### src/rtl/fetch_buffer_if.sv
// Fetch/decode side signal bundle for the fetch_buffer instruction queue.
// The slave modport is the queue itself; the master modport is fetch plus decode.
interface fetch_buffer_if #(
    parameter int DEPTH = 8
);
    logic                     flush_i;
    logic                     push_0_i;
    logic                     push_1_i;
    logic [31:0]              inst_0_i;
    logic [31:0]              inst_1_i;
    logic [31:0]              pc_0_i;
    logic [31:0]              pc_1_i;
    logic                     pred_taken_0_i;
    logic                     pred_taken_1_i;
    logic                     fetch_ready_o;
    logic [1:0]               take_i;
    logic                     valid_0_o;
    logic                     valid_1_o;
    logic [31:0]              inst_0_o;
    logic [31:0]              inst_1_o;
    logic [31:0]              pc_0_o;
    logic [31:0]              pc_1_o;
    logic                     pred_taken_0_o;
    logic                     pred_taken_1_o;
    logic [$clog2(DEPTH):0]   count_o;

    // Push side is a level handshake: a slot is written on any rising edge where
    // fetch_ready_o is high and push_0_i is high (push_1_i only alongside it).
    // Decode consumes take_i entries, clamped to what valid_0_o/valid_1_o show.
    modport master (
        output flush_i, push_0_i, push_1_i, inst_0_i, inst_1_i, pc_0_i, pc_1_i,
               pred_taken_0_i, pred_taken_1_i, take_i,
        input  fetch_ready_o, valid_0_o, valid_1_o, inst_0_o, inst_1_o, pc_0_o,
               pc_1_o, pred_taken_0_o, pred_taken_1_o, count_o
    );

    modport slave (
        input  flush_i, push_0_i, push_1_i, inst_0_i, inst_1_i, pc_0_i, pc_1_i,
               pred_taken_0_i, pred_taken_1_i, take_i,
        output fetch_ready_o, valid_0_o, valid_1_o, inst_0_o, inst_1_o, pc_0_o,
               pc_1_o, pred_taken_0_o, pred_taken_1_o, count_o
    );
endinterface

### src/rtl/fetch_buffer.sv
// Dual-push, dual-read show-ahead instruction queue between fetch and decode.
// Occupancy lives in its own counter so full/empty never depend on pointer equality.
module fetch_buffer #(
    parameter int DEPTH = 8
) (
    input logic           clk_i,
    input logic           rst_n_i,
    fetch_buffer_if.slave bus
);
    localparam int AW = $clog2(DEPTH);
    localparam int CW = AW + 1;

    logic [31:0]      inst_mem [DEPTH];
    logic [31:0]      pc_mem   [DEPTH];
    logic [DEPTH-1:0] pt_mem;

    logic [AW-1:0] head_q;
    logic [AW-1:0] tail_q;
    logic [AW-1:0] head_1;
    logic [AW-1:0] tail_1;
    logic [CW-1:0] count_q;
    logic          fetch_ready;
    logic [1:0]    take_eff;
    logic [1:0]    n_push;
    logic [1:0]    n_pop;

    assign head_1      = head_q + AW'(1);
    assign tail_1      = tail_q + AW'(1);
    assign fetch_ready = (count_q <= CW'(DEPTH - 2));

    // Slot 1 sits on the not-taken path when slot 0 is predicted taken.
    always_comb begin
        n_push = 2'd0;
        if (fetch_ready && bus.push_0_i) begin
            if (!bus.push_1_i || bus.pred_taken_0_i) begin
                n_push = 2'd1;
            end else begin
                n_push = 2'd2;
            end
        end
    end

    always_comb begin
        take_eff = (bus.take_i == 2'd3) ? 2'd2 : bus.take_i;
        n_pop    = take_eff;
        if (count_q < CW'(take_eff)) begin
            n_pop = count_q[1:0];
        end
    end

    always_ff @(posedge clk_i or negedge rst_n_i) begin
        if (!rst_n_i) begin
            head_q  <= '0;
            tail_q  <= '0;
            count_q <= '0;
        end else if (bus.flush_i) begin
            head_q  <= '0;
            tail_q  <= '0;
            count_q <= '0;
        end else begin
            head_q  <= head_q + AW'(n_pop);
            tail_q  <= tail_q + AW'(n_push);
            count_q <= count_q + CW'(n_push) - CW'(n_pop);
        end
    end

    // Entry storage is never reset; validity comes solely from count_q.
    always_ff @(posedge clk_i) begin
        if (!bus.flush_i && (n_push != 2'd0)) begin
            inst_mem[tail_q] <= bus.inst_0_i;
            pc_mem[tail_q]   <= bus.pc_0_i;
            pt_mem[tail_q]   <= bus.pred_taken_0_i;
            if (n_push == 2'd2) begin
                inst_mem[tail_1] <= bus.inst_1_i;
                pc_mem[tail_1]   <= bus.pc_1_i;
                pt_mem[tail_1]   <= bus.pred_taken_1_i;
            end
        end
    end

    assign bus.fetch_ready_o  = fetch_ready;
    assign bus.valid_0_o      = (count_q >= CW'(1));
    assign bus.valid_1_o      = (count_q >= CW'(2));
    assign bus.inst_0_o       = inst_mem[head_q];
    assign bus.inst_1_o       = inst_mem[head_1];
    assign bus.pc_0_o         = pc_mem[head_q];
    assign bus.pc_1_o         = pc_mem[head_1];
    assign bus.pred_taken_0_o = pt_mem[head_q];
    assign bus.pred_taken_1_o = pt_mem[head_1];
    assign bus.count_o        = count_q;
endmodule

### src/flat_wrapper.sv
// flat-port wrapper written by rule: the top's interface ports become plain ports
module fetch_buffer_flat 
#(
    parameter int DEPTH = 8
)
  (clk_i, rst_n_i, bus_flush_i, bus_push_0_i, bus_push_1_i, bus_inst_0_i, bus_inst_1_i, bus_pc_0_i, bus_pc_1_i, bus_pred_taken_0_i, bus_pred_taken_1_i, bus_take_i, bus_fetch_ready_o, bus_valid_0_o, bus_valid_1_o, bus_inst_0_o, bus_inst_1_o, bus_pc_0_o, bus_pc_1_o, bus_pred_taken_0_o, bus_pred_taken_1_o, bus_count_o);
  fetch_buffer_if #(.DEPTH(DEPTH)) bus_i ();
  input logic clk_i;
  input logic rst_n_i;
  input wire logic [$bits(bus_i.flush_i)-1:0] bus_flush_i;
  input wire logic [$bits(bus_i.push_0_i)-1:0] bus_push_0_i;
  input wire logic [$bits(bus_i.push_1_i)-1:0] bus_push_1_i;
  input wire logic [$bits(bus_i.inst_0_i)-1:0] bus_inst_0_i;
  input wire logic [$bits(bus_i.inst_1_i)-1:0] bus_inst_1_i;
  input wire logic [$bits(bus_i.pc_0_i)-1:0] bus_pc_0_i;
  input wire logic [$bits(bus_i.pc_1_i)-1:0] bus_pc_1_i;
  input wire logic [$bits(bus_i.pred_taken_0_i)-1:0] bus_pred_taken_0_i;
  input wire logic [$bits(bus_i.pred_taken_1_i)-1:0] bus_pred_taken_1_i;
  input wire logic [$bits(bus_i.take_i)-1:0] bus_take_i;
  output wire logic [$bits(bus_i.fetch_ready_o)-1:0] bus_fetch_ready_o;
  output wire logic [$bits(bus_i.valid_0_o)-1:0] bus_valid_0_o;
  output wire logic [$bits(bus_i.valid_1_o)-1:0] bus_valid_1_o;
  output wire logic [$bits(bus_i.inst_0_o)-1:0] bus_inst_0_o;
  output wire logic [$bits(bus_i.inst_1_o)-1:0] bus_inst_1_o;
  output wire logic [$bits(bus_i.pc_0_o)-1:0] bus_pc_0_o;
  output wire logic [$bits(bus_i.pc_1_o)-1:0] bus_pc_1_o;
  output wire logic [$bits(bus_i.pred_taken_0_o)-1:0] bus_pred_taken_0_o;
  output wire logic [$bits(bus_i.pred_taken_1_o)-1:0] bus_pred_taken_1_o;
  output wire logic [$bits(bus_i.count_o)-1:0] bus_count_o;
  assign bus_i.flush_i = bus_flush_i;
  assign bus_i.push_0_i = bus_push_0_i;
  assign bus_i.push_1_i = bus_push_1_i;
  assign bus_i.inst_0_i = bus_inst_0_i;
  assign bus_i.inst_1_i = bus_inst_1_i;
  assign bus_i.pc_0_i = bus_pc_0_i;
  assign bus_i.pc_1_i = bus_pc_1_i;
  assign bus_i.pred_taken_0_i = bus_pred_taken_0_i;
  assign bus_i.pred_taken_1_i = bus_pred_taken_1_i;
  assign bus_i.take_i = bus_take_i;
  assign bus_fetch_ready_o = bus_i.fetch_ready_o;
  assign bus_valid_0_o = bus_i.valid_0_o;
  assign bus_valid_1_o = bus_i.valid_1_o;
  assign bus_inst_0_o = bus_i.inst_0_o;
  assign bus_inst_1_o = bus_i.inst_1_o;
  assign bus_pc_0_o = bus_i.pc_0_o;
  assign bus_pc_1_o = bus_i.pc_1_o;
  assign bus_pred_taken_0_o = bus_i.pred_taken_0_o;
  assign bus_pred_taken_1_o = bus_i.pred_taken_1_o;
  assign bus_count_o = bus_i.count_o;
  fetch_buffer #(.DEPTH(DEPTH)) u_core (.clk_i(clk_i), .rst_n_i(rst_n_i), .bus(bus_i));
endmodule
### config.mk
export PLATFORM = sky130hd
export DESIGN_NAME = fetch_buffer_flat
export DESIGN_NICKNAME = d
export VERILOG_FILES = /design/src/rtl/fetch_buffer_if.sv /design/src/rtl/fetch_buffer.sv /design/src/flat_wrapper.sv
export SDC_FILE = /design/constraint.sdc
export NUM_CORES = 1
export LEC_CHECK = 0
export ABC_AREA = 1
export ABC_CLOCK_PERIOD_IN_PS = 6650
export CAP_MARGIN = 0
export CORE_AREA = 3 3 308 370
export DETAILED_ROUTE_END_ITERATION = 8
export DIE_AREA = 0 0 311 373
export GPL_ROUTABILITY_DRIVEN = 0
export PLACE_DENSITY = 0.47
export SKIP_CTS_REPAIR_TIMING = 1
export SYNTH_ARGS = -nofsm -noshare
export SYNTH_HDL_FRONTEND = slang
export SYNTH_SLANG_ARGS = --single-unit
### constraint.sdc
create_clock -name clk_i -period 6.65 [get_ports clk_i]
set_input_delay 0.9975 -clock clk_i [delete_from_list [all_inputs] [get_ports clk_i]]
set_output_delay 0.9975 -clock clk_i [all_outputs]
set_load 0.05 [all_outputs]
Yosys cells after proc, flatten, opt, wreduce, memory -nomap -nowiden
Memories as Yosys holds them, arrays and structs flattened.
Cells that the tools add are included.
- register bits: 18
- latch bits: 0
- RAM bits: 512
- ROM bits: 0
- input bits: 137
- output and inout port bits: 137
- memories kept: 2
- memory list (memory ; words ; bits a word ; rd ports ; clocked after memory_dff ; wr ports ; RTL line ; source):
    u_core.inst_mem ; 8 ; 32 ; 2 ; 0 ; 2 ; fetch_buffer.sv:13 ; logic [31:0] inst_mem [DEPTH];
    u_core.pc_mem ; 8 ; 32 ; 2 ; 0 ; 2 ; fetch_buffer.sv:14 ; logic [31:0] pc_mem [DEPTH];
- $add $sub $neg: 6
- multipliers: 0
- divide/modulo/power cells: 0
- $lt $le $gt $ge: 10
- equality and inequality tests: 2
- shift-type cells: 0
- mux-type cells: 23
- bitwise gates (word level): 0
- reductions and logical operators: 8
- operators by type and width (cell ; number):
    $bwmux W8 ; 2
    $lt A3 B4 Y1 const B ; 4
    $mux W1 ; 9
    $mux W2 ; 4
    $mux W8 ; 1
    $add A3 B1 Y3 const B ; 2
    $add A3 B2 Y3 ; 2
    $bmux W1 S3 ; 2
    $demux W1 S3 ; 2
    $ge A3 B1 Y1 const B ; 2
    $mux W3 ; 2
    $add A4 B2 Y4 ; 1
    $eq A2 B2 Y1 const B ; 2
    $ge A4 B1 Y1 const B ; 1
    $ge A4 B2 Y1 const B ; 1
    $le A4 B3 Y1 const B ; 1
    $logic_and A1 B1 Y1 ; 4
    $lt A4 B2 Y1 ; 1
    $mux W4 ; 1
    $sub A4 B2 Y4 ; 1
    $logic_not A1 Y1 ; 2
    $reduce_bool A2 Y1 ; 1
    $logic_or A1 B1 Y1 ; 1

Longest topological paths before layout
Gate-level depths: netlist (run 1).
- word-level depth: 8
- mapped depth: 15
- mapped depth without buffers: 14

Least setup slack after synthesis (run 1)
Ideal clock, no wire load.
- path type: register -> register
- start point: reg u_core.count_q[3], in the netlist u_core.bus.count_o[3]
- end point: mem u_core.inst_mem[0][0] (enable)
- arrival: 6.350 ns
- data required time: 6.075 ns
- path slack: -0.275 ns
- cell stages (with the launch flop): 8
- path buffers: 0
- cells stage by stage: dfrtp_1 > inv_1 > ha_1 > nand3_1 > nand3_2 > nor2_1 > inv_1 > o21ai_0
- RTL lines (item ; RTL line ; source):
    start: declaration ; fetch_buffer.sv:21 ; logic [CW-1:0] count_q;
    start signal: assignment ; fetch_buffer.sv:63 ; count_q <= count_q + CW'(n_push) - CW'(n_pop);
    end: declaration ; fetch_buffer.sv:13 ;

Worst setup path after layout (run 1)
- start point: reg u_core.head_q[0]
- end point: out bus_pred_taken_1_o
- longest elaborated chain between the ends: 3
- ends and longest elaborated chain (item ; RTL line ; source):
    start: declaration ; fetch_buffer.sv:17 ; logic [AW-1:0] head_q;
    start signal: assignment ; fetch_buffer.sv:61 ; head_q <= head_q + AW'(n_pop);
    $add A3 B1 Y3 ; fetch_buffer.sv:27 ; assign head_1 = head_q + AW'(1);
    $bmux W1 S3 ; fetch_buffer.sv:89 ; assign bus.pred_taken_1_o = pt_mem[head_1];
    $mux W1 (implied by the code) ; fetch_buffer.sv:89 ;
    end: declaration ; flat_wrapper.sv:28 ; output wire logic [$bits(bus_i.pred_taken_1_o)-1:0] bus_pred_taken_1_o;
No other way between the ends. The select of a mux whose other input is x is not followed.

==> metrics.yaml, run 1 <==
run_status: "complete, no violations"
placement_rows: 134
ratio_of_final_minimum_period_to_clock_period_pct: 83.78
clkSinkCount: 530
synth_fp_nets: 4883
synth-main-ff-cell: "edfxtp_1"
critical_path_class: "flop to output pin"
clock_tree_from_tritoncts: "yes"
sw_frac_of_total_pct: 51.60
detail_route.drc_violations: 0
initial_core_util_pct: 31.83
worst_hold_path.endpoint: "u_core.tail_q[2]"
final.setup.worst_slack_ns: 1.079
synth_async_reset_ratio_pct: 1.887
critical_path_peak_fanout: 69
drt_iter0_drc: 3043
drt_wl_total_um: 142700
synthesis.instances: 4731
insertion_delay_to_the_later_sink_of_the_worst_skew_pair_ns: 0.62
setup_repair_after_global_routing_missed_its_margin: "no"
min_path_cells: 1
dpl.hpwl_um: 77330
io_pins: 274
report.final.hold_viol_count: 0
clockRootBuffer: "clkbuf_16"
vias: 33640
fin_crit_ns: 5.571
power.ir.vdd_worst_mv: 0.4720
io_buffer_count: 273
cp.arrival_ns: 4.57
max_cap_viol_count: 0
timing.hold.worst.class: "flop to flop"
worst_hold_slack_ns: 0.6685
instances_no_fill: 6123
clkTransAtPathRegs_ns: 0.06
intPower_mw: 8.749
final_design_instance_area_without_fill_um2: 40110
synth.lib_cells_used.distinct: 27
post-place-cells: 6005
ys.warnings.count: 0
power_frac_comb_pct: 58.3
fillCellCount: 11530
clock_path_buffers: 3
syn_avg_cell_area_um2: 7.468
max_clock_freq_mhz: 179.5
end_kind: "output pin"
critPathRequiredTime_ns: 5.65
timing.slew.headroom_pct: 18.76
wire_per_inst_um: 23.31
net-switching-power_mw: 9.327
cts_inserted_buffers: 67
final-max-slew-violation-count: 0
power.density_nw_per_um2: 450.7
grt_pass1_wl_um: 209700
grt_start_max_net_pins: 228
leakage_nw: 16.48
dp_worst_setup_slack_ns: 1.701
clock_power_share_pct: 19.4
first_global_vias: 32120
r2r_start: "u_core.tail_q[0]"
layout-drive-gt1-share_pct: 3.958
gr-total-overflow: 0
drt.antenna.violating_nets: 0
grt.total_usage_pct: 23.61
netlist_area_um2: 35330
cts-htree-levels: 3
fin_skew_ns: 0.02288
synthToLayoutAreaGrowth_pct: 13.52
setup-tns-final_ns: 0
critPathLaunchType: "flop"
vias_per_cell: 5.494
floorplan.die.width_um: 311
setup_viol: 0
crit-reg2reg-capture: "u_core.inst_mem[3][6]"
tightest_slew_ns: 1.219
ys_seq_elements: 530
synth-edff-count: 520
power_frac_seq_pct: 22.3
hold_path.startpoint: "u_core.tail_q[2]"
grt_antenna_before_repair: 7
area_inside_the_core_boundary_um2: 111000
post-route-util_pct: 36.13
drt-pass1-iter-count: 6
cell_depth_of_the_worst_flop_to_flop_path: 8
layout.nets: 4730
total_die_area_um2: 116000
die_y_um: 373
final_total_power_mw: 18.08
yosysSeqAreaShare_pct: 44.91
placedInstanceArea_um2: 38100
setup.reg_to_reg.worst_slack_ns: 2.53
## cell usage after synthesis (2+ instances only)
cell      instances  area, um^2
nand2_1        1514        5683
o21ai_0         552        2763
edfxtp_1        520       15610
nand4_1         512        3203
inv_1           350        1314
a21oi_1         330        1652
buf_2           268        1341
clkbuf_1        143       536.8
nor2_1          140       525.5
o21ai_1         117       585.6
o211ai_1         71       533.0
clkbuf_2         64       320.3
buf_1            39       146.4
buf_4            29       217.7
nand3_1          26       130.1
buf_6            17       191.4
ha_1             11       137.6
dfrtp_1          10       250.2
and2_1            4       25.02
fa_1              4       80.08
nand3_2           3       30.03
inv_2             2       7.510
## worst max path at each step
stage                            endpoint                   from
global route             bus_inst_0_o[24]       u_core.head_q[1]
detailed placement    u_core.pc_mem[4][6]     bus_pred_taken_0_i
global placement      u_core.pc_mem[4][6]     bus_pred_taken_0_i
floorplan           u_core.inst_mem[0][0]  u_core.bus.count_o[3]
finish                 bus_pred_taken_1_o       u_core.head_q[0]
CTS                    bus_pred_taken_1_o       u_core.head_q[0]
## registers in the layout (all words and copies together), names as in the netlist
signal	cells
u_core.bus.count_o	4
u_core.head_q	3
u_core.inst_mem	256
u_core.pc_mem	256
u_core.pt_mem	8
u_core.tail_q	3
## cells in the final DEF (no fill, tap or decap), drive strengths merged, types with 3 or more instances in the layout
cell type | Yosys | final
fa | 4 | 4
clkdlybuf4s50 | 0 | 273
diode | 0 | 3
nand2 | 1514 | 1514
inv | 352 | 353
clkbuf | 207 | 89
dfrtp | 10 | 10
buf | 353 | 65
ha | 11 | 11
edfxtp | 520 | 520
nand4 | 512 | 512
o21ai | 669 | 669
clkinv | 0 | 23
and2 | 4 | 4
nand3 | 29 | 29
a21oi | 330 | 330
nor2 | 142 | 142
o211ai | 71 | 71
## layout make-up
| cell class | count | area [um^2] | area share (%) |
|---|---|---|---|
| Timing Repair Buffer | 338 | 3358 | 8.373 |
| Tap cell | 1496 | 1872 | 4.667 |
| Inverter | 352 | 1340 | 3.341 |
| Clock buffer | 89 | 1822 | 4.542 |
| Clock inverter | 26 | 172.7 | 0.4305 |
| Multi-Input combinational cell | 3289 | 15660 | 39.04 |
| Antenna cell | 3 | 7.507 | 0.01872 |
| Sequential cell | 530 | 15880 | 39.59 |
## worst max-delay path: stages, from the launching register on
cell and delay [ns]:
dfrtp_4 0.94, ha_4 0.42, inv_4 0.74, o211ai_1 0.20
nand2_1 0.11, inv_1 0.04, o21ai_0 0.54, clkdlybuf4s50_1 0.93
## kinds of logic after synthesis
group                    synth area share (%)
AO/OA/AOI/OAI                           15.68
flip-flops                              44.91
buffers and inverters                   11.53
adder cells (fa/ha/maj)                0.6162
AND/OR/NAND/NOR                         27.23
XOR/XNOR                              0.02480
## metal layers
metal | vias up | global-route usage (%) | share of wire (%)
met5 | - | 0 | 0.020
met4 | 4 | 8.517 | 3.3
met3 | 265 | 3.165 | 6.3
met2 | 1299 | 40.68 | 49
met1 | 16230 | 30.21 | 42
li1 | 15840 | - | -
## power by group through the flow
stage	sequential, mW	combinational, mW	clock (mW)
global route	4.05	11.3	3.70
CTS	4.04	10.6	3.58
global placement	4.11	10.5	0
floorplan	4.03	6.99	0
finish	4.04	10.5	3.50
detailed placement	4.10	10.6	0
(Power assumes the default switching activity.)
==> run 2, diff against run 1 <==
--- a/config.mk
+++ b/config.mk
@@ -6,7 +6,7 @@
 export NUM_CORES = 1
 export LEC_CHECK = 0
 export ABC_AREA = 1
-export ABC_CLOCK_PERIOD_IN_PS = 6650
+export ABC_CLOCK_PERIOD_IN_PS = 5000
 export CAP_MARGIN = 0
 export CORE_AREA = 3 3 308 370
 export DETAILED_ROUTE_END_ITERATION = 8
==> constraint.sdc (replaced) <==
create_clock -name clk_i -period 5 [get_ports clk_i]
set_input_delay 0.75 -clock clk_i [delete_from_list [all_inputs] [get_ports clk_i]]
set_output_delay 0.75 -clock clk_i [all_outputs]
set_load 0.05 [all_outputs]
==> metrics.yaml, run 2 (same netlist as run 1, synthesis figures left out) <==
run_status: "complete, no violations"
dpl.hpwl_um: 78510
timing.hold.worst.class: "input port to asynchronous set/reset pin"
report.final.hold_viol_count: 0
layout-drive-gt1-share_pct: 5.528
critPathLaunchType: "flop"
max_cap_viol_count: 0
gr-total-overflow: 0
r2r_start: "u_core.tail_q[0]"
clock_tree_from_tritoncts: "yes"
placement_rows: 134
drt.antenna.violating_nets: 0
clkTransAtPathRegs_ns: 0.06
setup_viol: 0
grt.total_usage_pct: 23.88
clkSinkCount: 530
drt_wl_total_um: 144400
floorplan.die.width_um: 311
max_clock_freq_mhz: 220.0
post-route-util_pct: 36.56
die_y_um: 373
cts-htree-levels: 3
cp-startpoint: "u_core.head_q[0]"
leakage_nw: 16.80
slowest_stage: "clkdlybuf4s50_1"
grt_start_max_net_pins: 217
setup.reg_to_reg.worst_slack_ns: 1.58
multiInputGateArea_um2: 15660
cp.arrival_ns: 3.80
power.density_nw_per_um2: 601.0
detail_route.drc_violations: 0
wire_per_inst_um: 23.48
critical_path_buf_inv_count: 3
first_global_vias: 31910
final-max-slew-violation-count: 0
synthToLayoutAreaGrowth_pct: 14.86
grt_antenna_before_repair: 8
fin_skew_ns: 0.02974
cts_inserted_buffers: 68
tightest_slew_ns: 1.324
layout.nets: 4752
seqCellArea_um2: 15880
drt_iter0_drc: 2826
critical_path_class: "flop to output pin"
critical_path_peak_fanout: 116
io_pins: 274
initial_core_util_pct: 31.83
insertion_delay_to_the_later_sink_of_the_worst_skew_pair_ns: 0.64
setup_repair_after_global_routing_missed_its_margin: "no"
cpPeakStageDelay_ns: 0.86
critPathRequiredTime_ns: 4.25
ratio_of_final_minimum_period_to_clock_period_pct: 90.91
setup-tns-final_ns: 0
fin_crit_ns: 4.546
critical_path.top_delay_family: "buffers and inverters"
clock_path_buffers: 3
drt-pass1-iter-count: 6
area_inside_the_core_boundary_um2: 111000
mostFrequentLayoutCells: "nand2_1, o21ai_0, edfxtp_1, nand4_1, inv_1"
end_kind: "output pin"
power.ir.vdd_worst_mv: 0.7250
timing.slew.headroom_pct: 11.71
largest_registers_in_the_final_layout: "u_core.inst_mem x256, u_core.pc_mem x256, u_core.pt_mem x8"
io_buffer_count: 273
vias: 33500
grt_pass1_wl_um: 211500
layout_commonest_cell: "nand2_1"
vias_per_cell: 5.447
clockRootBuffer: "clkbuf_16"
total_die_area_um2: 116000
fillCellCount: 11470
crit_path_cell_trace: "ha_4 -> buf_12 -> o211ai_1 -> nand2_1 -> inv_1 -> o21ai_1 -> clkdlybuf4s50_1"
run 2: changes by cell type in the layout (fill, tap and decap cells not counted), moves of 2 or more:
| cell | delta |
|---|---|
| clkbuf_1 | -5 |
| clkinv_2 | +3 |
| bufinv_16 | +3 |
| clkdlybuf4s50_1 | -42 |
| buf_4 | +41 |
| clkinv_1 | -2 |
| inv_6 | +2 |
| buf_12 | +22 |
run 2: through the flow:
| stage | std cells | setup slack [ns] | hold slack (ns) | power, mW | area, um^2 |
|---|---|---|---|---|---|
| 6_report | 6149 | 0.4543 | 0.5076 | 24.39 | 40580 |
| 5_1_grt | 6146 | 0.3085 | 0.5329 | 25.72 | 40570 |
| 4_1_cts | 6145 | 0.4198 | 0.4963 | 24.58 | 40570 |
| 3_5_place_dp | 6026 | 1.113 | 0.6503 | 19.60 | 38430 |
| 3_3_place_gp | 6026 | 1.090 | 0.6484 | 19.59 | 38430 |
| 2_1_floorplan | 4731 | -0.2244 | 0.4544 | 14.65 | 35330 |
run 2: final timing paths:
check / end / cells past startpoint
worst max-delay path: bus_inst_1_o[7] / 7
worst min-delay path: u_core.head_q[0] / 1
worst min register to register: u_core.tail_q[2] / 1
min in group clk_i: u_core.tail_q[2] / 1
worst max register to register: u_core.pt_mem[4] / 9
max in group asynchronous: u_core.head_q[2] / 1
run 2: worst register-to-register path, cell delays in order (launching register included):
cell,delay (ns)
dfrtp_1,0.73
ha_1,0.38
inv_1,0.09
nand3_1,0.19
nor2_4,0.17
buf_4,0.52
buf_4,0.76
nand2_1,0.17
nand2_1,0.08
o21ai_0,0.07
run 2: where the power goes:
part	internal [mW]	switching (mW)
clock	2.85	2.07
combinational	3.85	10.3
sequential	5.13	0.149
run 2: final cells by class:
cell class,instances,area share (%)
Clock buffer,85,4.505
Clock inverter,34,0.7616
Timing Repair Buffer,359,9.083
Inverter,352,3.305
Multi-Input combinational cell,3289,38.58
Tap cell,1496,4.613
Antenna cell,4,0.02467
Sequential cell,530,39.12
run 2: layer usage:
metal  global-route usage, %  up-vias  wire length (um)
met1                   30.25    16200             60590
met5                       0        -                13
met4                   7.821        2              4276
met3                   3.043      264              7721
met2                   42.01     1137             71770
li1                        -    15890                 -
